## config.mk

```make
export PLATFORM = sky130hd
export DESIGN_NAME = uart_rx_oversampled
export DESIGN_NICKNAME = d
export VERILOG_FILES = /design/src/rtl/uart_rx_oversampled.sv
export SDC_FILE = /design/constraint.sdc
export NUM_CORES = 1
export LEC_CHECK = 0
export CAP_MARGIN = 30
export CORE_MARGIN = 3
export CORE_UTILIZATION = 54
export DETAILED_ROUTE_END_ITERATION = 10
export PLACE_DENSITY_LB_ADDON = 0.25
export REMOVE_ABC_BUFFERS = 1
export SLEW_MARGIN = 40
export SYNTH_ARGS = -nofsm -noshare
export SYNTH_HDL_FRONTEND = slang
export SYNTH_SLANG_ARGS = --single-unit
```

## constraint.sdc

```tcl
create_clock -name clk -period 1.99 [get_ports clk]
set_input_delay 0.597 -clock clk [delete_from_list [all_inputs] [get_ports clk]]
set_output_delay 0.597 -clock clk [all_outputs]
set_load 0.01 [all_outputs]
```

## src/rtl/uart_rx_oversampled.sv

```systemverilog
// uart_rx_oversampled
// 8N1 UART receiver. The line goes through a 2-flop synchronizer and is sampled
// at 16x baud. Each bit is decided by a 2-of-3 vote at sample slots 7/8/9.
// Framing errors and overruns are flagged. A good byte is held until it is
// acknowledged.
// Build option: define UART_RX_PARITY_EN to add an even-parity bit after the
// data bits and a parity_err output.
`timescale 1ns/1ps
module uart_rx_oversampled #(
   parameter int CLK_FREQ  = 50000000,
   parameter int BAUD_RATE = 9600,
   parameter int OS_DIV    = CLK_FREQ / (BAUD_RATE * 16)
) (
   input  logic       clk,
   input  logic       rst,
   input  logic       rx,
   output logic [7:0] rx_data,
   output logic       rx_ready,
   input  logic       rx_ack,
   output logic       frame_err,
`ifdef UART_RX_PARITY_EN
   output logic       parity_err,
`endif
   output logic       overrun
);

   localparam int CW = (OS_DIV > 1) ? $clog2(OS_DIV) : 1;
   localparam logic [CW-1:0] OS_LAST = CW'(OS_DIV - 1);

   typedef enum logic [2:0] {
      IDLE      = 3'd0,
      START     = 3'd1,
      DATA      = 3'd2,
      PARITY    = 3'd3,
      STOP      = 3'd4,
      WAIT_HIGH = 3'd5
   } state_t;

   logic          sync1_r;
   logic          rx_s;
   logic [CW-1:0] os_cnt_r;
   logic          tick_s;
   logic          vote_s;
   logic          start_s;
   logic [3:0]    samp_cnt_r;
   logic [2:0]    bit_cnt_r;
   logic          s7_r;
   logic          s8_r;
   logic [7:0]    shift_r;
   logic          deliver_r;
   state_t        state_r;
`ifdef UART_RX_PARITY_EN
   logic          parity_bad_r;
`endif

   function automatic logic maj3(input logic a, input logic b, input logic c);
      return (a & b) | (a & c) | (b & c);
   endfunction

`ifdef UART_RX_PARITY_EN
   function automatic logic even_par(input logic [7:0] d);
      return ^d;
   endfunction
`endif

   // Two-flop synchronizer for the asynchronous line. It resets to idle-high.
   always_ff @(posedge clk) begin
      if (rst) begin
         sync1_r <= 1'b1;
         rx_s    <= 1'b1;
      end else begin
         sync1_r <= rx;
         rx_s    <= sync1_r;
      end
   end

   // Oversample tick strobe, mid-bit majority vote and start-edge detect.
   always_comb begin
      tick_s  = (os_cnt_r == OS_LAST);
      vote_s  = maj3(s7_r, s8_r, rx_s);
      start_s = (state_r == IDLE) && (rx_s == 1'b0);
   end

   // Free-running tick divider. It is re-phased on a start edge so that sampling is centred.
   always_ff @(posedge clk) begin
      if (rst) begin
         os_cnt_r <= CW'(0);
      end else if (start_s || tick_s) begin
         os_cnt_r <= CW'(0);
      end else begin
         os_cnt_r <= os_cnt_r + CW'(1);
      end
   end

   // Receive FSM plus the registered byte handshake and error pulses.
   always_ff @(posedge clk) begin
      if (rst) begin
         state_r      <= IDLE;
         samp_cnt_r   <= 4'd0;
         bit_cnt_r    <= 3'd0;
         s7_r         <= 1'b1;
         s8_r         <= 1'b1;
         shift_r      <= 8'h00;
         deliver_r    <= 1'b0;
         rx_data      <= 8'h00;
         rx_ready     <= 1'b0;
         frame_err    <= 1'b0;
         overrun      <= 1'b0;
`ifdef UART_RX_PARITY_EN
         parity_err   <= 1'b0;
         parity_bad_r <= 1'b0;
`endif
      end else begin
         frame_err <= 1'b0;
         overrun   <= 1'b0;
         deliver_r <= 1'b0;
`ifdef UART_RX_PARITY_EN
         parity_err <= 1'b0;
`endif
         // A new byte takes priority. A same-cycle ack lets it replace the held byte.
         if (deliver_r) begin
            if (!rx_ready || rx_ack) begin
               rx_data  <= shift_r;
               rx_ready <= 1'b1;
            end else begin
               overrun <= 1'b1;
            end
         end else if (rx_ready && rx_ack) begin
            rx_ready <= 1'b0;
         end

         if (tick_s && (state_r != IDLE) && (state_r != WAIT_HIGH)) begin
            samp_cnt_r <= samp_cnt_r + 4'd1;
            if (samp_cnt_r == 4'd7) s7_r <= rx_s;
            if (samp_cnt_r == 4'd8) s8_r <= rx_s;
         end

         case (state_r)
            IDLE: begin
               if (start_s) begin
                  state_r    <= START;
                  samp_cnt_r <= 4'd0;
               end
            end
            START: begin
               if (tick_s) begin
                  if ((samp_cnt_r == 4'd9) && vote_s) begin
                     state_r    <= IDLE;
                     samp_cnt_r <= 4'd0;
                  end else if (samp_cnt_r == 4'd15) begin
                     state_r   <= DATA;
                     bit_cnt_r <= 3'd0;
                  end
               end
            end
            DATA: begin
               if (tick_s) begin
                  if (samp_cnt_r == 4'd9) shift_r[bit_cnt_r] <= vote_s;
                  if (samp_cnt_r == 4'd15) begin
                     if (bit_cnt_r == 3'd7) begin
`ifdef UART_RX_PARITY_EN
                        state_r <= PARITY;
`else
                        state_r <= STOP;
`endif
                     end else begin
                        bit_cnt_r <= bit_cnt_r + 3'd1;
                     end
                  end
               end
            end
`ifdef UART_RX_PARITY_EN
            PARITY: begin
               if (tick_s) begin
                  if (samp_cnt_r == 4'd9) begin
                     parity_bad_r <= (vote_s != even_par(shift_r));
                     parity_err   <= (vote_s != even_par(shift_r));
                  end
                  if (samp_cnt_r == 4'd15) state_r <= STOP;
               end
            end
`endif
            STOP: begin
               // Decide mid stop bit and return to IDLE early, so back-to-back frames resync.
               if (tick_s && (samp_cnt_r == 4'd9)) begin
                  samp_cnt_r <= 4'd0;
                  if (vote_s) begin
`ifdef UART_RX_PARITY_EN
                     deliver_r <= ~parity_bad_r;
`else
                     deliver_r <= 1'b1;
`endif
                     state_r <= IDLE;
                  end else begin
                     frame_err <= 1'b1;
                     state_r   <= WAIT_HIGH;
                  end
               end
            end
            WAIT_HIGH: begin
               if (rx_s) state_r <= IDLE;
            end
            default: begin
               state_r <= IDLE;
            end
         endcase
      end
   end

endmodule

```

**Word-level counts from Yosys, hierarchy flattened**

Index checks and enable logic that the tools add are counted.

- Bits in registers: 43
- Input port bits: 4
- Logic and storage cells: 108

- $add $sub $neg: 3
- $lt $le $gt $ge: 2
- Equal/unequal tests: 23
- Multiplexer cells: 33
- Bitwise logic cells: 9
- Reduce and logical (&&, ||, !) cells: 24

Operators by type and width:

| cell | number |
|---|---|
| $mux 3 | 16 |
| $mux 4 | 5 |
| $ne 2x2->1 const B | 10 |
| $pmux 3 s5 | 1 |
| $eq 4x4->1 const B | 3 |
| $pmux 4 s3 | 1 |
| $add 9x1->9 const B | 1 |
| $eq 3x3->1 const B | 3 |
| $eq 9x9->1 const B | 1 |
| $bwmux 8 | 1 |
| $reduce_and 2->1 | 4 |
| $reduce_and 8->1 | 1 |
| $logic_and 1x1->1 | 7 |
| $mux 1 | 7 |
| $reduce_and 7->1 | 1 |
| $ne 3x3->1 const B | 2 |
| $pmux 3 s2 | 1 |
| $add 4x1->4 const B | 1 |
| $eq 4x3->1 const B | 1 |
| $lt 3x4->1 const B | 1 |
| $not 1->1 | 4 |
| $reduce_bool 2->1 | 2 |
| $reduce_or 2->1 | 2 |
| $add 3x1->3 const B | 1 |
| other kinds (13) | 17 |

**Depth between registers and ports, before layout**

- Depth in word-level cells: 7
- Gate-level depth with buffers: 8

**Worst setup path after synthesis**

Ideal clock, no wire load.

- Kind: register to register
- Start point: reg os_cnt_r[0]
- End point: reg state_r[2]
- Data arrival time: 1.718 ns
- Slack: 0.151 ns
- Stages on the path, launching flop included: 7
- Path buffers: 0
- Period minus slack after synthesis: 1.839 ns
- Path through: dfxtp_1 inv_1 ha_1 nor4b_2 a211oi_1 or4_4 o311a_1

- Cells in the longest elaborated chain, start to end: 4
- Elaborated cells between the ends (all ways): 6

Ends and longest elaborated chain:

| element | line | RTL |
|---|---|---|
| start, declared | 41 | `logic [CW-1:0] os_cnt_r;` |
| start signal, assigned | 91 | `os_cnt_r <= os_cnt_r + CW'(1);` |
| $eq 9x9->1 (*) | 79 | `tick_s = (os_cnt_r == OS_LAST);` |
| $logic_and 1x1->1 | 185 | `if (tick_s && (samp_cnt_r == 4'd9)) begin` |
| $ne 2x2->1 (no source line) | -- |  |
| $reduce_and 8->1 (no source line) (*) | -- |  |
| end signal, assigned | 193 | `state_r <= IDLE;` |
| end signal, assigned | 196 | `state_r <= WAIT_HIGH;` |
| end signal, assigned | 201 | `if (rx_s) state_r <= IDLE;` |
| end, declared | 51 | `state_t state_r;` |

Mark *: on every way between the ends. The rest lies on a longest branch, timed or not.
A chain may end at the register's enable or synchronous reset.

**Final worst setup path**

- Start point: reg samp_cnt_r[0]
- End point: reg state_r[2]

- Cells in the longest elaborated chain, start to end: 5
- Elaborated cells between the ends (all ways): 11

Ends and longest elaborated chain:

| element | line | RTL |
|---|---|---|
| start, declared | 45 | `logic [3:0] samp_cnt_r;` |
| start signal, assigned | 133 | `samp_cnt_r <= samp_cnt_r + 4'd1;` |
| $eq 4x4->1 | 147, 185 |  |
| $logic_and 1x1->1 | 147 | `if ((samp_cnt_r == 4'd9) && vote_s) begin` |
| $mux 3 | 147 |  |
| $mux 3 | 146 | `if (tick_s) begin` |
| $pmux 3 s5 | 138 | `case (state_r)` |
| end signal, assigned | 141 | `state_r <= START;` |
| end signal, assigned | 148 | `state_r <= IDLE;` |
| end signal, assigned | 151 | `state_r <= DATA;` |

Several ways; a longest one is shown, not always the timed one. The select of a mux whose other input is x is not followed.

==> results.toml <==
[run_status]
status = "complete, no violations"

[route]
totalWireLength_um = 4260
first_pass_iters = 5
routedWlPerCell_um = 14.1
vias_per_cell = 5.72
dr_total_vias = 1723
antenna_left = 0
drc = 0
dr.first_iter.drc_count = 78

[clock_network]
cts.sinks = 43
cts_inserted_buffers = 5
cts_max_level = 2
path_clk_slew_ns = 0.08
insertion_delay_ns = 0.29
cts_root_buffer = "clkbuf_8"
clock_path_buffers = 2
cts_tree = "done"

[timing]
fin_skew_ns = 0.00475
fin_crit_ns = 1.93
rsz0062_at_grt = "yes"
fin_crit_sh_pct = 96.7
clock.fmax_mhz = 519
max_slew_margin_pct = 69.1
finalSetupViolations = 0
hold_viol = 0
worst-slew-pin-transition_ns = 0.460
slew_viol_final = 0

[logic_synthesis]
synth_common_cells = "dfxtp_1, nor2_1, a21oi_1"
yosysUniqueCellTypes = 50
yosysWarnings = 0
ys_ff_latch = 43
syn_inst = 228
synth_top_area_cell = "dfxtp_1"
synth-edff-count = 0
yosysMostFrequentCell = "dfxtp_1"
syn_area_mm2 = 0.00206
yosysTopAreaCellShare_pct = 41.7
postSynth.asyncResetShare_pct = 0
synthTopCellsByArea = "dfxtp_1, mux2i_1, nor2_1"
ys.flop_type = "dfxtp_1"
synth.avg_cell_area_um2 = 9.05
synth_seq_area_share_pct = 41.7

[place]
dp_hpwl_um = 3000
place.port_buffers = 14
gp_congestion = 0.852
placed_cells = 292

[setup_path]
arrival_ns = 2.11
rr_endpoint = "state_r[2]"
start_kind = "register"
criticalPathCategory = "register to register"
r2r-start = "samp_cnt_r[0]"
critPathMaxFanout = 4
r2r_slack_ns = 0.06
worstPathCellList = "ha_1, and3_2, a21oi_1, or4_4, o311a_1"
critPathSlowestCell = "or4_4"
reg2reg_depth = 5
crit_path_end_kind = "register"
crit_required_ns = 2.18
critPathMaxStageDelay_ns = 0.50

[global_routing]
track_usage_pct = 20.4
grt_max_degree = 15
grt_pass1_wl_um = 7160
antenna_found_initial = 0
first_global_vias = 1580
overflow = 0

[cells_and_area]
drive_gt1_share_pct = 14.1
final_cells = 301
diodes = 0
fillers = 277
area_growth_pct = 20.9
fin_util_pct = 71.4
nets = 265

[flow_run]
drv_cap = 0

[power_and_ir_drop]
peakVddDrop_mv = 0.719
report.power.total_w = 0.00218
switchingPower_w = 0.000575
seqPwrFrac_pct = 43.6
swShare_pct = 26.3
p_int_w = 0.00161
power.leakage_nw = 1.02
p_per_area_mw_per_mm2 = 874
power.share.clock_pct = 36.0
pwr-share-comb_pct = 20.4

[min_path]
hold_start = "sync1_r"
hold_class = "register to register"
holdPathStages = 1
holdPathEnd = "rx_s"

[floorplan]
coreArea_mm2 = 0.00349
die_x_um = 67.8
dieHeight_um = 67.8
initial_core_util_pct = 59.1
row_count = 21
die_area_mm2 = 0.00460
ioPinCount = 15
==> layer usage <==
layer	track usage [%]	vias up	part of all wire [%]
met3	5.09	10	4.3
met4	8.68	0	1.9
li1	-	874	-
met1	25.9	803	46
met5	0	-	0
met2	32.8	36	47
==> cells by family (layout without fill, tap and decap cells) <==
kind of cell,count (synthesis),count (layout),synth area share (%)
buffers and inverters,27,54,5.27
muxes,9,9,4.36
and+or+nand+nor,86,86,24.1
adders and majority gates,8,8,4.73
AOI/OAI and AO/OA,44,44,15.2
DFF,43,43,41.7
xor gates and xnor gates,11,11,4.67
==> through the flow <==
| step | cell area [µm²] | TNS [ns] | setup WS (ns) | hold WS (ns) |
|---|---|---|---|---|
| after global placement | 2330 | 0 | 0.160 | 0.394 |
| after global routing | 2500 | -0.00519 | -0.00519 | 0.439 |
| final | 2500 | 0 | 0.0648 | 0.425 |
| after CTS | 2470 | 0 | 0.0640 | 0.433 |
| after floorplan | 2010 | -0.715 | -0.338 | 0.389 |
| after detailed placement | 2330 | 0 | 0.102 | 0.410 |
==> worst max-delay path by stage <==
stage	start	endpoint	slack, ns	cells after the start
floorplan	os_cnt_r[0]	state_r[2]	-0.34	6
global placement	os_cnt_r[1]	state_r[2]	0.16	6
detailed placement	samp_cnt_r[0]	state_r[2]	0.10	5
CTS	samp_cnt_r[0]	state_r[2]	0.06	5
global route	state_r[0]	state_r[2]	-0.005	4
finish	samp_cnt_r[0]	state_r[2]	0.06	5
==> layout by cell type (no fill, tap or decap), types with 7 or more instances in the layout <==
master | Yosys | routed
nand3_1 | 7 | 7
nand2_1 | 10 | 10
nand4_1 | 11 | 11
mux2i_1 | 9 | 9
ha_1 | 7 | 7
nor2_1 | 24 | 24
dfxtp_1 | 43 | 43
inv_1 | 14 | 14
xor2_1 | 8 | 8
clkdlybuf4s50_1 | 0 | 14
o31ai_1 | 9 | 9
buf_4 | 0 | 18
a21oi_1 | 16 | 16
==> area by class of cell <==
class | count | area (µm²) | area share (%)
flip-flops and latches | 43 | 861 | 34.5
inverters | 14 | 52.6 | 2.11
well taps | 46 | 57.6 | 2.31
multi-input cells | 158 | 1120 | 44.8
repair buffers | 32 | 275 | 11.0
clock inverters | 2 | 60.1 | 2.41
clock buffers | 6 | 72.6 | 2.91
==> flip-flops by register name (all words and copies together) (netlist names) <==
register / flops
deliver_r: 1
samp_cnt_r: 4
overrun: 1
rx_s: 1
os_cnt_r: 9
frame_err: 1
s7_r: 1
state_r: 3
shift_r: 8
sync1_r: 1
s8_r: 1
rx_ready: 1
bit_cnt_r: 3
rx_data: 8
==> power groups by stage <==
stage | combinational, W | clock [W] | sequential [W]
after floorplan | 0.000275 | 0 | 0.000966
after global routing | 0.000489 | 0.000835 | 0.000955
after detailed placement | 0.000428 | 0 | 0.000969
after CTS | 0.000432 | 0.000798 | 0.000948
final | 0.000445 | 0.000786 | 0.000952
after global placement | 0.000422 | 0 | 0.000966
==> worst max-delay path, delay by kind of cell, from the launching register on <==
family,cells,cell delay (ns)
AND/OR/NAND/NOR,2,0.76
adder cells (fa/ha/maj),1,0.21
flip-flops,1,0.40
AO/OA/AOI/OAI,2,0.44
==> what timing repair did <==
action	CTS	global route
hold buffers	0	0
setup buffers	0	1
gates resized for setup	0	4
setup endpoints to repair	0	8
No activity file was read; power rests on OpenSTA's default activity.
